$ cat config.mk
export PLATFORM = sky130hd
export DESIGN_NAME = mem_access_unit_flat
export DESIGN_NICKNAME = d
export VERILOG_FILES = /design/src/rtl/mem_access_if.sv /design/src/rtl/mem_access_unit.sv /design/src/flat_wrapper.sv
export SDC_FILE = /design/constraint.sdc
export NUM_CORES = 1
export LEC_CHECK = 0
export CAP_MARGIN = 5
export CORE_ASPECT_RATIO = 2
export CORE_MARGIN = 10
export CORE_UTILIZATION = 51
export CTS_CLUSTER_DIAMETER = 150
export CTS_CLUSTER_SIZE = 16
export DETAILED_ROUTE_END_ITERATION = 12
export GPL_ROUTABILITY_DRIVEN = 0
export PLACE_DENSITY = 0.88
export SLEW_MARGIN = 20
export SYNTH_ARGS = -nofsm -noshare
export SYNTH_HDL_FRONTEND = slang
export SYNTH_SLANG_ARGS = --single-unit
$ cat constraint.sdc
create_clock -name clk -period 5.93 [get_ports clk]
set_clock_uncertainty 0.2 [all_clocks]
set_input_delay 1.186 -clock clk [delete_from_list [all_inputs] [get_ports clk]]
set_output_delay 1.186 -clock clk [all_outputs]
set_load 0.02 [all_outputs]
$ cat src/rtl/mem_access_if.sv
// Bundle of CPU-side request/response and memory-side strobe signals for mem_access_unit.
// The slave modport is the unit itself; the master modport is the CPU plus memory environment.
interface mem_access_if;
    logic        cpu_req;
    logic        cpu_we;
    logic [1:0]  cpu_size;
    logic        cpu_signed;
    logic [31:0] cpu_addr;
    logic [31:0] cpu_wdata;
    logic        cpu_busy;
    logic        cpu_done;
    logic [31:0] cpu_rdata;
    logic        cpu_err;
    logic        mem_re;
    logic        mem_we;
    logic [31:0] mem_address;
    logic [31:0] mem_data_w;
    logic [31:0] mem_data_r;
    logic        mem_rdy;

    modport slave (
        input  cpu_req, cpu_we, cpu_size, cpu_signed, cpu_addr, cpu_wdata, mem_data_r, mem_rdy,
        output cpu_busy, cpu_done, cpu_rdata, cpu_err, mem_re, mem_we, mem_address, mem_data_w
    );

    modport master (
        output cpu_req, cpu_we, cpu_size, cpu_signed, cpu_addr, cpu_wdata, mem_data_r, mem_rdy,
        input  cpu_busy, cpu_done, cpu_rdata, cpu_err, mem_re, mem_we, mem_address, mem_data_w
    );
endinterface

$ cat src/rtl/mem_access_unit.sv
// Byte-addressed load/store front end for a word-addressed data memory: lane extraction,
// sub-word read-modify-write, misalignment detection and memory timeout.
module mem_access_unit #(
    parameter int unsigned TIMEOUT = 16
) (
    input logic         clk,
    input logic         rst,
    mem_access_if.slave bus
);
    localparam int unsigned CNT_W = $clog2(TIMEOUT + 1);

    typedef enum logic [2:0] {
        IDLE     = 3'd0,
        RD_ISSUE = 3'd1,
        RD_WAIT  = 3'd2,
        WR_ISSUE = 3'd3,
        WR_WAIT  = 3'd4,
        DONE     = 3'd5
    } state_t;

    state_t             state_q,   state_d;
    logic [1:0]         lane_q,    lane_d;
    logic [1:0]         size_q,    size_d;
    logic               sgn_q,     sgn_d;
    logic               req_we_q,  req_we_d;
    logic [15:0]        wdata_q,   wdata_d;
    logic [CNT_W-1:0]   cnt_q,     cnt_d;
    logic               busy_q,    busy_d;
    logic               done_q,    done_d;
    logic               err_q,     err_d;
    logic               mem_re_q,  mem_re_d;
    logic               mem_we_q,  mem_we_d;
    logic [31:0]        rdata_q,   rdata_d;
    logic [31:0]        address_q, address_d;
    logic [31:0]        data_w_q,  data_w_d;

    function automatic logic is_misaligned(input logic [1:0] size, input logic [1:0] lane);
        logic r;
        case (size)
            2'b00:   r = 1'b0;
            2'b01:   r = lane[0];
            2'b10:   r = (lane != 2'b00);
            default: r = 1'b1;
        endcase
        return r;
    endfunction

    function automatic logic [31:0] load_extract(input logic [31:0] word, input logic [1:0] lane,
                                                 input logic [1:0] size, input logic sgn);
        logic [7:0]  b;
        logic [15:0] h;
        logic [31:0] r;
        case (lane)
            2'd0:    b = word[7:0];
            2'd1:    b = word[15:8];
            2'd2:    b = word[23:16];
            default: b = word[31:24];
        endcase
        h = lane[1] ? word[31:16] : word[15:0];
        case (size)
            2'b00:   r = {{24{sgn & b[7]}}, b};
            2'b01:   r = {{16{sgn & h[15]}}, h};
            default: r = word;
        endcase
        return r;
    endfunction

    // Only the addressed lane(s) of the freshly read word are replaced by store data.
    function automatic logic [31:0] store_merge(input logic [31:0] word, input logic [1:0] lane,
                                                input logic [1:0] size, input logic [15:0] d);
        logic [31:0] r;
        case (size)
            2'b00: begin
                case (lane)
                    2'd0:    r = {word[31:8], d[7:0]};
                    2'd1:    r = {word[31:16], d[7:0], word[7:0]};
                    2'd2:    r = {word[31:24], d[7:0], word[15:0]};
                    default: r = {d[7:0], word[23:0]};
                endcase
            end
            2'b01:   r = lane[1] ? {d, word[15:0]} : {word[31:16], d};
            default: r = word;
        endcase
        return r;
    endfunction

    // Next-state and next-output computation for the access sequencer.
    always_comb begin
        state_d   = state_q;
        lane_d    = lane_q;
        size_d    = size_q;
        sgn_d     = sgn_q;
        req_we_d  = req_we_q;
        wdata_d   = wdata_q;
        cnt_d     = cnt_q;
        err_d     = 1'b0;
        mem_re_d  = 1'b0;
        mem_we_d  = 1'b0;
        rdata_d   = rdata_q;
        address_d = address_q;
        data_w_d  = data_w_q;
        case (state_q)
            IDLE: begin
                if (bus.cpu_req) begin
                    lane_d    = bus.cpu_addr[1:0];
                    size_d    = bus.cpu_size;
                    sgn_d     = bus.cpu_signed;
                    req_we_d  = bus.cpu_we;
                    wdata_d   = bus.cpu_wdata[15:0];
                    address_d = {2'b00, bus.cpu_addr[31:2]};
                    data_w_d  = bus.cpu_wdata;
                    if (is_misaligned(bus.cpu_size, bus.cpu_addr[1:0])) begin
                        state_d = DONE;
                        err_d   = 1'b1;
                        rdata_d = 32'd0;
                    end else if (bus.cpu_we && (bus.cpu_size == 2'b10)) begin
                        state_d  = WR_ISSUE;
                        mem_we_d = 1'b1;
                    end else begin
                        state_d  = RD_ISSUE;
                        mem_re_d = 1'b1;
                    end
                end else begin
                    state_d = IDLE;
                end
            end
            RD_ISSUE: begin
                state_d = RD_WAIT;
                cnt_d   = CNT_W'(0);
            end
            RD_WAIT: begin
                if (bus.mem_rdy) begin
                    if (req_we_q) begin
                        state_d  = WR_ISSUE;
                        mem_we_d = 1'b1;
                        data_w_d = store_merge(bus.mem_data_r, lane_q, size_q, wdata_q);
                    end else begin
                        state_d = DONE;
                        rdata_d = load_extract(bus.mem_data_r, lane_q, size_q, sgn_q);
                    end
                end else if (cnt_q == CNT_W'(TIMEOUT - 1)) begin
                    state_d = DONE;
                    err_d   = 1'b1;
                    rdata_d = 32'd0;
                    cnt_d   = cnt_q + CNT_W'(1);
                end else begin
                    cnt_d = cnt_q + CNT_W'(1);
                end
            end
            WR_ISSUE: begin
                state_d = WR_WAIT;
                cnt_d   = CNT_W'(0);
            end
            WR_WAIT: begin
                if (bus.mem_rdy) begin
                    state_d = DONE;
                    rdata_d = 32'd0;
                end else if (cnt_q == CNT_W'(TIMEOUT - 1)) begin
                    state_d = DONE;
                    err_d   = 1'b1;
                    rdata_d = 32'd0;
                    cnt_d   = cnt_q + CNT_W'(1);
                end else begin
                    cnt_d = cnt_q + CNT_W'(1);
                end
            end
            DONE:    state_d = IDLE;
            default: state_d = IDLE;
        endcase
        done_d = (state_d == DONE);
        busy_d = (state_d != IDLE);
    end

    // State and registered-output flops; reset clears every output without a clock edge.
    always_ff @(posedge clk or negedge rst) begin
        if (!rst) begin
            state_q   <= IDLE;
            lane_q    <= 2'd0;
            size_q    <= 2'd0;
            sgn_q     <= 1'b0;
            req_we_q  <= 1'b0;
            wdata_q   <= 16'd0;
            cnt_q     <= CNT_W'(0);
            busy_q    <= 1'b0;
            done_q    <= 1'b0;
            err_q     <= 1'b0;
            mem_re_q  <= 1'b0;
            mem_we_q  <= 1'b0;
            rdata_q   <= 32'd0;
            address_q <= 32'd0;
            data_w_q  <= 32'd0;
        end else begin
            state_q   <= state_d;
            lane_q    <= lane_d;
            size_q    <= size_d;
            sgn_q     <= sgn_d;
            req_we_q  <= req_we_d;
            wdata_q   <= wdata_d;
            cnt_q     <= cnt_d;
            busy_q    <= busy_d;
            done_q    <= done_d;
            err_q     <= err_d;
            mem_re_q  <= mem_re_d;
            mem_we_q  <= mem_we_d;
            rdata_q   <= rdata_d;
            address_q <= address_d;
            data_w_q  <= data_w_d;
        end
    end

    assign bus.cpu_busy    = busy_q;
    assign bus.cpu_done    = done_q;
    assign bus.cpu_err     = err_q;
    assign bus.cpu_rdata   = rdata_q;
    assign bus.mem_re      = mem_re_q;
    assign bus.mem_we      = mem_we_q;
    assign bus.mem_address = address_q;
    assign bus.mem_data_w  = data_w_q;
endmodule

$ cat src/flat_wrapper.sv
// flat-port wrapper written by rule: the top's interface ports become plain ports
module mem_access_unit_flat 
#(
    parameter int unsigned TIMEOUT = 16
)
  (clk, rst, bus_cpu_req, bus_cpu_we, bus_cpu_size, bus_cpu_signed, bus_cpu_addr, bus_cpu_wdata, bus_mem_data_r, bus_mem_rdy, bus_cpu_busy, bus_cpu_done, bus_cpu_rdata, bus_cpu_err, bus_mem_re, bus_mem_we, bus_mem_address, bus_mem_data_w);
  mem_access_if bus_i ();
  input logic clk;
  input logic rst;
  input wire logic [$bits(bus_i.cpu_req)-1:0] bus_cpu_req;
  input wire logic [$bits(bus_i.cpu_we)-1:0] bus_cpu_we;
  input wire logic [$bits(bus_i.cpu_size)-1:0] bus_cpu_size;
  input wire logic [$bits(bus_i.cpu_signed)-1:0] bus_cpu_signed;
  input wire logic [$bits(bus_i.cpu_addr)-1:0] bus_cpu_addr;
  input wire logic [$bits(bus_i.cpu_wdata)-1:0] bus_cpu_wdata;
  input wire logic [$bits(bus_i.mem_data_r)-1:0] bus_mem_data_r;
  input wire logic [$bits(bus_i.mem_rdy)-1:0] bus_mem_rdy;
  output wire logic [$bits(bus_i.cpu_busy)-1:0] bus_cpu_busy;
  output wire logic [$bits(bus_i.cpu_done)-1:0] bus_cpu_done;
  output wire logic [$bits(bus_i.cpu_rdata)-1:0] bus_cpu_rdata;
  output wire logic [$bits(bus_i.cpu_err)-1:0] bus_cpu_err;
  output wire logic [$bits(bus_i.mem_re)-1:0] bus_mem_re;
  output wire logic [$bits(bus_i.mem_we)-1:0] bus_mem_we;
  output wire logic [$bits(bus_i.mem_address)-1:0] bus_mem_address;
  output wire logic [$bits(bus_i.mem_data_w)-1:0] bus_mem_data_w;
  assign bus_i.cpu_req = bus_cpu_req;
  assign bus_i.cpu_we = bus_cpu_we;
  assign bus_i.cpu_size = bus_cpu_size;
  assign bus_i.cpu_signed = bus_cpu_signed;
  assign bus_i.cpu_addr = bus_cpu_addr;
  assign bus_i.cpu_wdata = bus_cpu_wdata;
  assign bus_i.mem_data_r = bus_mem_data_r;
  assign bus_i.mem_rdy = bus_mem_rdy;
  assign bus_cpu_busy = bus_i.cpu_busy;
  assign bus_cpu_done = bus_i.cpu_done;
  assign bus_cpu_rdata = bus_i.cpu_rdata;
  assign bus_cpu_err = bus_i.cpu_err;
  assign bus_mem_re = bus_i.mem_re;
  assign bus_mem_we = bus_i.mem_we;
  assign bus_mem_address = bus_i.mem_address;
  assign bus_mem_data_w = bus_i.mem_data_w;
  mem_access_unit #(.TIMEOUT(TIMEOUT)) u_core (.clk(clk), .rst(rst), .bus(bus_i));
endmodule
# Yosys cells after proc, flatten, opt, wreduce, memory -nomap -nowiden
# Index checks and enable logic that the tools add are counted.
[totals]
regBits = 129
inputBits = 104
output_inout_bits = 101
word_cells = 99
[classes]
n_addsub = 1
n_eq_ne = 17
muxes = 48
bitwise = 2
reduce_logical = 16
[ops]
columns = ["operator", "count"]
rows = [
  ["$mux 32", 10],
  ["$pmux 32 s2", 3],
  ["$pmux 32 s3", 2],
  ["$mux 8", 3],
  ["$pmux 8 s3", 1],
  ["$mux 3", 6],
  ["$mux 16", 1],
  ["$mux 1", 15],
  ["$pmux 3 s5", 1],
  ["$pmux 5 s2", 1],
  ["$reduce_and 4->1", 2],
  ["$eq 2x1->1 const B", 3],
  ["$eq 3x2->1 const B", 2],
  ["$eq 3x3->1 const B", 2],
  ["$logic_not 2->1", 3],
  ["$ne 2x2->1 const B", 3],
  ["$reduce_bool 2->1", 3],
  ["$reduce_bool 3->1", 2],
  ["$add 5x1->5 const B", 1],
  ["$eq 5x4->1 const B", 1],
  ["$mux 5", 1],
  ["$eq 2x2->1 const B", 2],
  ["$ne 2x1->1 const B", 2],
  ["$pmux 1 s2", 2],
  ["9 further kinds", 12],
]

# Logic depth before layout (Yosys ltp)
# Gate-level depths: netlist of run 1.
[depth]
word_depth = 10
mapped_depth = 8

# Worst setup path before layout of run 1
# OpenSTA, ideal clock, no wires.
[synth_path]
path_kind = "input-to-reg"
startpoint = "input port bus_mem_data_r[15]"
endpoint = "register u_core.rdata_q[12], in the netlist u_core.bus.cpu_rdata[12]"
setup_time_ns = 0.132
arrival_ns = 2.396
setup_slack_ns = 3.203
path_stages = 6
path_buffers = 2
path_cell_list = "buf_2 -> mux4_2 -> and3_1 -> clkbuf_1 -> a221oi_1 -> o2bb2ai_1"
[synth_between]
elab_chain_cells = 9
[synth_rtl]
columns = ["element", "line", "source"]
rows = [
  ["start, declared", "flat_wrapper.sv:16", "input wire logic [$bits(bus_i.mem_data_r)-1:0] bus_mem_data_r;"],
  ["$pmux 8 s3", "mem_access_unit.sv:53", "case (lane)"],
  ["$mux 8", "mem_access_unit.sv:133", "if (req_we_q) begin"],
  ["$mux 8", "mem_access_unit.sv:132", "if (bus.mem_rdy) begin"],
  ["$mux 8", "mem_access_unit.sv:102", "case (state_q)"],
  ["$and 1x1->1", "mem_access_unit.sv:61", "2'b00: r = {{24{sgn & b[7]}}, b};"],
  ["$pmux 32 s2", "mem_access_unit.sv:60", "case (size)"],
  ["$mux 32", "mem_access_unit.sv:133", ""],
  ["$mux 32", "mem_access_unit.sv:132", ""],
  ["$pmux 32 s3", "mem_access_unit.sv:102", ""],
  ["end signal, assigned", "mem_access_unit.sv:205", "rdata_q <= rdata_d;"],
  ["end, declared", "mem_access_unit.sv:33", "logic [31:0] rdata_q, rdata_d;"],
]
# Every way passes these cells. The select of a mux whose other input is x is not followed.
# A chain may end at the register's enable or synchronous reset.

# Worst setup path in the final report of run 1
[layout_path]
startpoint = "input port bus_cpu_req"
endpoint = "register u_core.rdata_q[31], in the netlist u_core.bus.cpu_rdata[31]"
[layout_between]
elab_chain_cells = 2
[layout_rtl]
columns = ["element", "line", "source"]
rows = [
  ["start, declared", "flat_wrapper.sv:10", "input wire logic [$bits(bus_i.cpu_req)-1:0] bus_cpu_req;"],
  ["$ne 2x2->1 (no line)", "-", ""],
  ["$reduce_and 4->1 (no line)", "-", ""],
]
# Every way passes these cells.

==> results of run 1 <==
## per-stage QoR
| step | util (%) | instance area, um^2 | hold slack, ps |
|---|---|---|---|
| 4_1_cts | 72.7 | 9130 | 278 |
| 3_5_place_dp | 67.9 | 8520 | 266 |
| 3_3_place_gp | 67.9 | 8520 | 256 |
| 2_1_floorplan | - | 6520 | 238 |
| 6_report | 72.8 | 9140 | 275 |
| 5_1_grt | 72.8 | 9140 | 302 |
## worst max-delay path, delay by kind of cell
family                 cells  cell delay, ps
buffers and inverters      3            1410
AND/OR/NAND/NOR            2             590
AO/OA/AOI/OAI              2             300
## metal layers
layer | GRT usage [%] | share of wire [%]
met1 | 24.7 | 32
met3 | 6.45 | 7.9
met2 | 44.3 | 54
met5 | 0 | 0
met4 | 16.4 | 6.5
## power breakdown
part	internal (uW)	total (uW)	switching [uW]
logic	1140	2480	1340
registers	1280	1630	351
clock network	654	1050	400
total	3070	5160	2100
## registers in the layout, summed over array words and instances, names as in the netlist
name                    count
u_core.bus.cpu_rdata       32
u_core.bus.mem_data_w      32
u_core.bus.mem_address     30
u_core.wdata_q             16
u_core.cnt_q                5
u_core.state_q              3
u_core.lane_q               2
u_core.size_q               2
u_core.bus.cpu_busy         1
u_core.bus.cpu_done         1
u_core.bus.cpu_err          1
u_core.bus.mem_re           1
u_core.bus.mem_we           1
u_core.req_we_q             1
u_core.sgn_q                1
## path summary, 6_finish.rpt
path | end | slack [ps] | depth (start not counted)
worst max-delay path | u_core.bus.cpu_rdata[31]$_DFFE_PN0P_ | 2510 | 7
worst min register to register | u_core.bus.mem_data_w[7]$_DFFE_PN0P_ | 270 | 2
max in group asynchronous | u_core.bus.mem_data_w[24]$_DFFE_PN0P_ | 4000 | 2
worst max register to register | u_core.bus.mem_data_w[23]$_DFFE_PN0P_ | 2960 | 4
worst min-delay path | u_core.bus.mem_data_w[7]$_DFFE_PN0P_ | 270 | 2
min in group asynchronous | u_core.bus.cpu_rdata[28]$_DFFE_PN0P_ | 470 | 1
## cell type report
type / instances / area (um^2)
Sequential cell: 129 / 3230
Clock inverter: 11 / 131
Antenna cell: 1 / 2.50
Clock buffer: 21 / 470
Inverter: 8 / 30.0
Timing Repair Buffer: 210 / 2080
Fill cell: 851 / 3420
Multi-Input combinational cell: 415 / 3010
Tap cell: 150 / 188
## cells by family after synthesis
logic type / count (synthesis) / share of synthesized area, %
buffers and inverters: 62 / 4.63
AND/OR/NAND/NOR: 157 / 13.0
other: 1 / 0.0576
AO/OA/AOI/OAI: 199 / 22.8
XOR/XNOR: 1 / 0.134
multiplexers: 54 / 9.45
flip-flops: 129 / 49.5
adder cells (fa/ha/maj): 2 / 0.384
## cell usage in the layout, fill, tap and decap left out, types with 6 or more instances in the layout
cell,instances
dfrtp_1,129
a31o_2,7
o21ai_0,37
a21o_1,9
mux2_2,50
and3_1,17
a21oi_1,11
nor2b_1,9
o2bb2ai_1,33
a22oi_1,24
clkbuf_16,17
clkdlybuf4s50_1,201
a221oi_1,9
nor2_1,38
a41o_1,7
o31ai_1,17
o21ai_1,7
nand3b_1,8
inv_1,8
nand2b_1,6
a211o_1,8
buf_4,9
a211oi_1,16
nand2_1,52
==> results.cfg, run 1 <==
[worst_hold_path]
hp-class = flop to flop
holdCritStartpoint = u_core.bus.mem_data_w[7]$_DFFE_PN0P_

[routing]
ant_nets = 0
drt_iter0_drc = 631
dr.pass1.iters = 6
drt-total-wl_um = 22900
vias = 5982
routed_via_density = 6.33
wl_per_cell_um = 24.3
drc = 0

[worst_setup_path]
start_kind = primary input
crit_top_cell = buf_4
crit_type = primary input to flop
crit-reg2reg-launch = u_core.size_q[0]$_DFFE_PN0P_
cp_slowest_stage_delay_ps = 640
cp-end-kind = flop
path_cells = clkdlybuf4s50_1 -> nor4b_4 -> buf_4 -> nor3b_4 -> o311ai_4 -> buf_4 -> o2bb2ai_1
cpMaxStageDelayCell = buf_4
worstPathRequired_ps = 6000
setup.worst_path.start = bus_cpu_req
worstPathArrival_ps = 3500
crit_path_max_fanout = 57

[place]
pre_cts_ws_ps = 2090
dp_hpwl_um = 16900
place_inst = 912
port-buffer-count = 202

[timing]
slew_violations = 0
setup_ws_ps = 2510
fin_crit_sh_pct = 57.7
period_needed_ps = 3420
fmax_mhz = 292
relSlewSlack_pct = 26.8
finalHoldViolCount = 0
setup_tns_ps = 0
setup_viol = 0
max_slew.worst_pin.slew_ps = 1100
rsz0062_at_grt = no

[power_and_ir_drop]
vdd_drop_max_uv = 402
p_per_area_nw_per_um2 = 565
p_leak_uw = 0.00379
power_uw = 5160

[cells_and_area]
syn_to_final_growth_pct = 40.3
final_net_count = 887
layout-drive-gt1-share_pct = 13.9
fin_cells = 945

[grt]
grt_max_degree = 65
gr-usage-all-layers_pct = 25.1
grt_pass1_vias = 6262
grt_antenna_before_repair = 1
gr-total-overflow = 0
grt_pass1_wl_um = 35300

[clock_tree]
post_cts_buffers = 0
ctsResizeCount = 0
cts_made_buffers = 17
clock-sinks = 129
ctsHtreeMaxLevel = 4
holdBufCountCts = 0
clockBufferDepth = 2
cts.reportedPaths.clkPinSlew_ps = 60
cts_tree = built
root_buffer = clkbuf_16
clock_latency_ps = 420

[floorplanning]
die_h_um = 180
dieArea_um2 = 18000
start_util_pct = 51.9
core_area_um2 = 12600
io_pins = 205
num_rows = 58
die_w_um = 99.9

[flow_run]
drv_cap = 0

[synth]
synth_common_cells = dfrtp_1, nand2_1, mux2_2
synth_largest_area_cell = dfrtp_1
synth-main-ff-cell = dfrtp_1
synth_top_area_share_pct = 49.5
seq_area_frac_synth_pct = 49.5
synthArstFlopShare_pct = 100
synth_area_leaders = dfrtp_1, mux2_2, o2bb2ai_1, nand2_1, o21ai_0
synth_edf_count = 0
synth.avg_cell_area_um2 = 10.8
ys_types = 57
synth_most_common_cell = dfrtp_1
mappedNetlistArea_um2 = 6510
ys_ff_latch = 129
syn-instance-count = 605
synth_warnings = 0

[status]
status = completed
(Power assumes the default switching activity.)
==> run 2, diff against run 1 <==
--- a/config.mk
+++ b/config.mk
@@ -8,12 +8,12 @@
 export CAP_MARGIN = 5
 export CORE_ASPECT_RATIO = 2
 export CORE_MARGIN = 10
-export CORE_UTILIZATION = 51
+export CORE_UTILIZATION = 47
 export CTS_CLUSTER_DIAMETER = 150
 export CTS_CLUSTER_SIZE = 16
 export DETAILED_ROUTE_END_ITERATION = 12
 export GPL_ROUTABILITY_DRIVEN = 0
-export PLACE_DENSITY = 0.88
+export PLACE_DENSITY = 0.82
 export SLEW_MARGIN = 20
 export SYNTH_ARGS = -nofsm -noshare
 export SYNTH_HDL_FRONTEND = slang
==> constraint.sdc (replaced) <==
create_clock -name clk -period 3.3 [get_ports clk]
set_clock_uncertainty 0.2 [all_clocks]
set_input_delay 0.66 -clock clk [delete_from_list [all_inputs] [get_ports clk]]
set_output_delay 0.66 -clock clk [all_outputs]
set_load 0.02 [all_outputs]
==> results.cfg, run 2 (same netlist as run 1, synthesis figures left out) <==
[status]
status = completed

[cells_and_area]
layout-drive-gt1-share_pct = 14.8
final-seq-area_um2 = 3230
n_fill_cell = 1012
final_net_count = 897
fin_cells = 960
postLayoutCoreUtil_pct = 68.3
multi_input_area_um2 = 3000
design_area_um2 = 9230
syn_to_final_growth_pct = 41.7
final_common_cell = clkdlybuf4s50_1
final_cell_mix = clkdlybuf4s50_1, dfrtp_1, nand2_1

[timing]
fin_crit_sh_pct = 77.1
fmax_mhz = 393
relSlewSlack_pct = 40.2
setup_tns_ps = 0
finalHoldViolCount = 0
slew_violations = 0
period_needed_ps = 2540
setup_viol = 0
rsz0062_at_grt = no
max_slew.worst_pin.slew_ps = 885

[routing]
vias = 5901
routed_via_density = 6.15
wl_per_cell_um = 23.8
ant_nets = 0
drc = 0
drt_iter0_drc = 587
drt-total-wl_um = 22800
dr.pass1.iters = 6

[worst_setup_path]
cp-end-kind = flop
crit_type = flop to flop
setup.worst_path.start = u_core.size_q[0]$_DFFE_PN0P_
cp_slowest_stage_delay_ps = 620
crit_path_max_fanout = 21
path_cells = nand2b_1 -> buf_4 -> a21oi_1 -> o21ai_0 -> o2bb2ai_1
cpMaxStageDelayCell = dfrtp_1
path_delay_family = compound AO/OA/AOI/OAI gates
worstPathRequired_ps = 3430
crit-reg2reg-launch = u_core.size_q[0]$_DFFE_PN0P_
cp_num_buf_inv = 1
worstPathArrival_ps = 2680
start_kind = flop

[grt]
grt_pass1_wl_um = 34900
gr-usage-all-layers_pct = 23.7
grt_pass1_vias = 6277
grt_antenna_before_repair = 1
gr-total-overflow = 0
grt_max_degree = 66

[place]
dp_hpwl_um = 17500
place_inst = 926
dpl_cell_area_um2 = 8620
port-buffer-count = 202

[clock_tree]
post_cts_buffers = 0
clock-sinks = 129
ctsHtreeMaxLevel = 4
clockBufferDepth = 2
cts_made_buffers = 17
clock_latency_ps = 420
cts.reportedPaths.clkPinSlew_ps = 60
cts_tree = built
root_buffer = clkbuf_16

[floorplanning]
io_pins = 205
dieArea_um2 = 19300
num_rows = 60
start_util_pct = 48.2
core_area_um2 = 13500
die_h_um = 187
die_w_um = 103

[flow_run]
drv_cap = 0

[power_and_ir_drop]
power_uw = 9320
p_per_area_nw_per_um2 = 1010
vdd_drop_max_uv = 796
p_leak_uw = 0.00384

[worst_hold_path]
hp-class = flop to flop
holdCritStartpoint = u_core.bus.mem_data_w[17]$_DFFE_PN0P_
## run 2: changes by cell type in the layout (fill, tap and decap cells not counted), sizes merged
cell,before,now
buf,9,18
clkbuf,21,19
clkinv,6,3
clkinvlp,3,4
dlygate4sd3,0,1
inv,8,12
## run 2: per-layer routing
| metal | vias to the layer above | routed length (um) | global-route usage [%] |
|---|---|---|---|
| met2 | 291 | 12300 | 41.3 |
| met4 | 0 | 1270 | 14.2 |
| met1 | 2901 | 7550 | 23.8 |
| li1 | 2626 | - | - |
| met5 | - | 0 | 0 |
| met3 | 83 | 1680 | 6.47 |
## run 2: power by group
part	internal (uW)	total, uW	switching (uW)
sequential	2290	2940	647
combinational	2090	4460	2370
clock	1160	1930	762
total	5550	9320	3780
## run 2: area by class of cell
| cell class | count | area share (%) |
|---|---|---|
| sequential | 129 | 35.0 |
| multi-input combinational | 415 | 32.5 |
| timing repair buffer | 220 | 23.5 |
| clock buffer | 19 | 4.91 |
| tap | 155 | 2.10 |
| clock inverter | 13 | 1.64 |
| inverter | 8 | 0.325 |
| antenna | 1 | 0.0271 |
## run 2: what timing repair did
action | in CTS | in global routing
hold buffers | 1 | 0
endpoints found under the hold margin | 30 | 0
resized for setup | 0 | 0
## run 2: path summary, 6_finish.rpt
| path | endpoint | slack (ps) | cells after the start |
|---|---|---|---|
| max | u_core.bus.cpu_rdata[4]$_DFFE_PN0P_ | 760 | 5 |
| min | u_core.bus.mem_data_w[17]$_DFFE_PN0P_ | 280 | 2 |
| max reg2reg | u_core.bus.cpu_rdata[4]$_DFFE_PN0P_ | 760 | 5 |
| min reg2reg | u_core.bus.mem_data_w[17]$_DFFE_PN0P_ | 280 | 2 |
| max in group asynchronous | u_core.size_q[1]$_DFFE_PN0P_ | 1570 | 3 |
| min in group asynchronous | u_core.bus.cpu_rdata[29]$_DFFE_PN0P_ | 530 | 2 |
## run 2: through the flow
stage	worst slack [ps]	hold WS (ps)
2_1_floorplan	1100	164
3_3_place_gp	529	255
3_5_place_dp	439	274
4_1_cts	827	288
5_1_grt	550	312
6_report	756	284
## run 2: worst min-delay path, cell delays in order, from the launching register on
cell,delay (ps)
dfrtp_1,350
nand2_1,50
o31ai_1,50
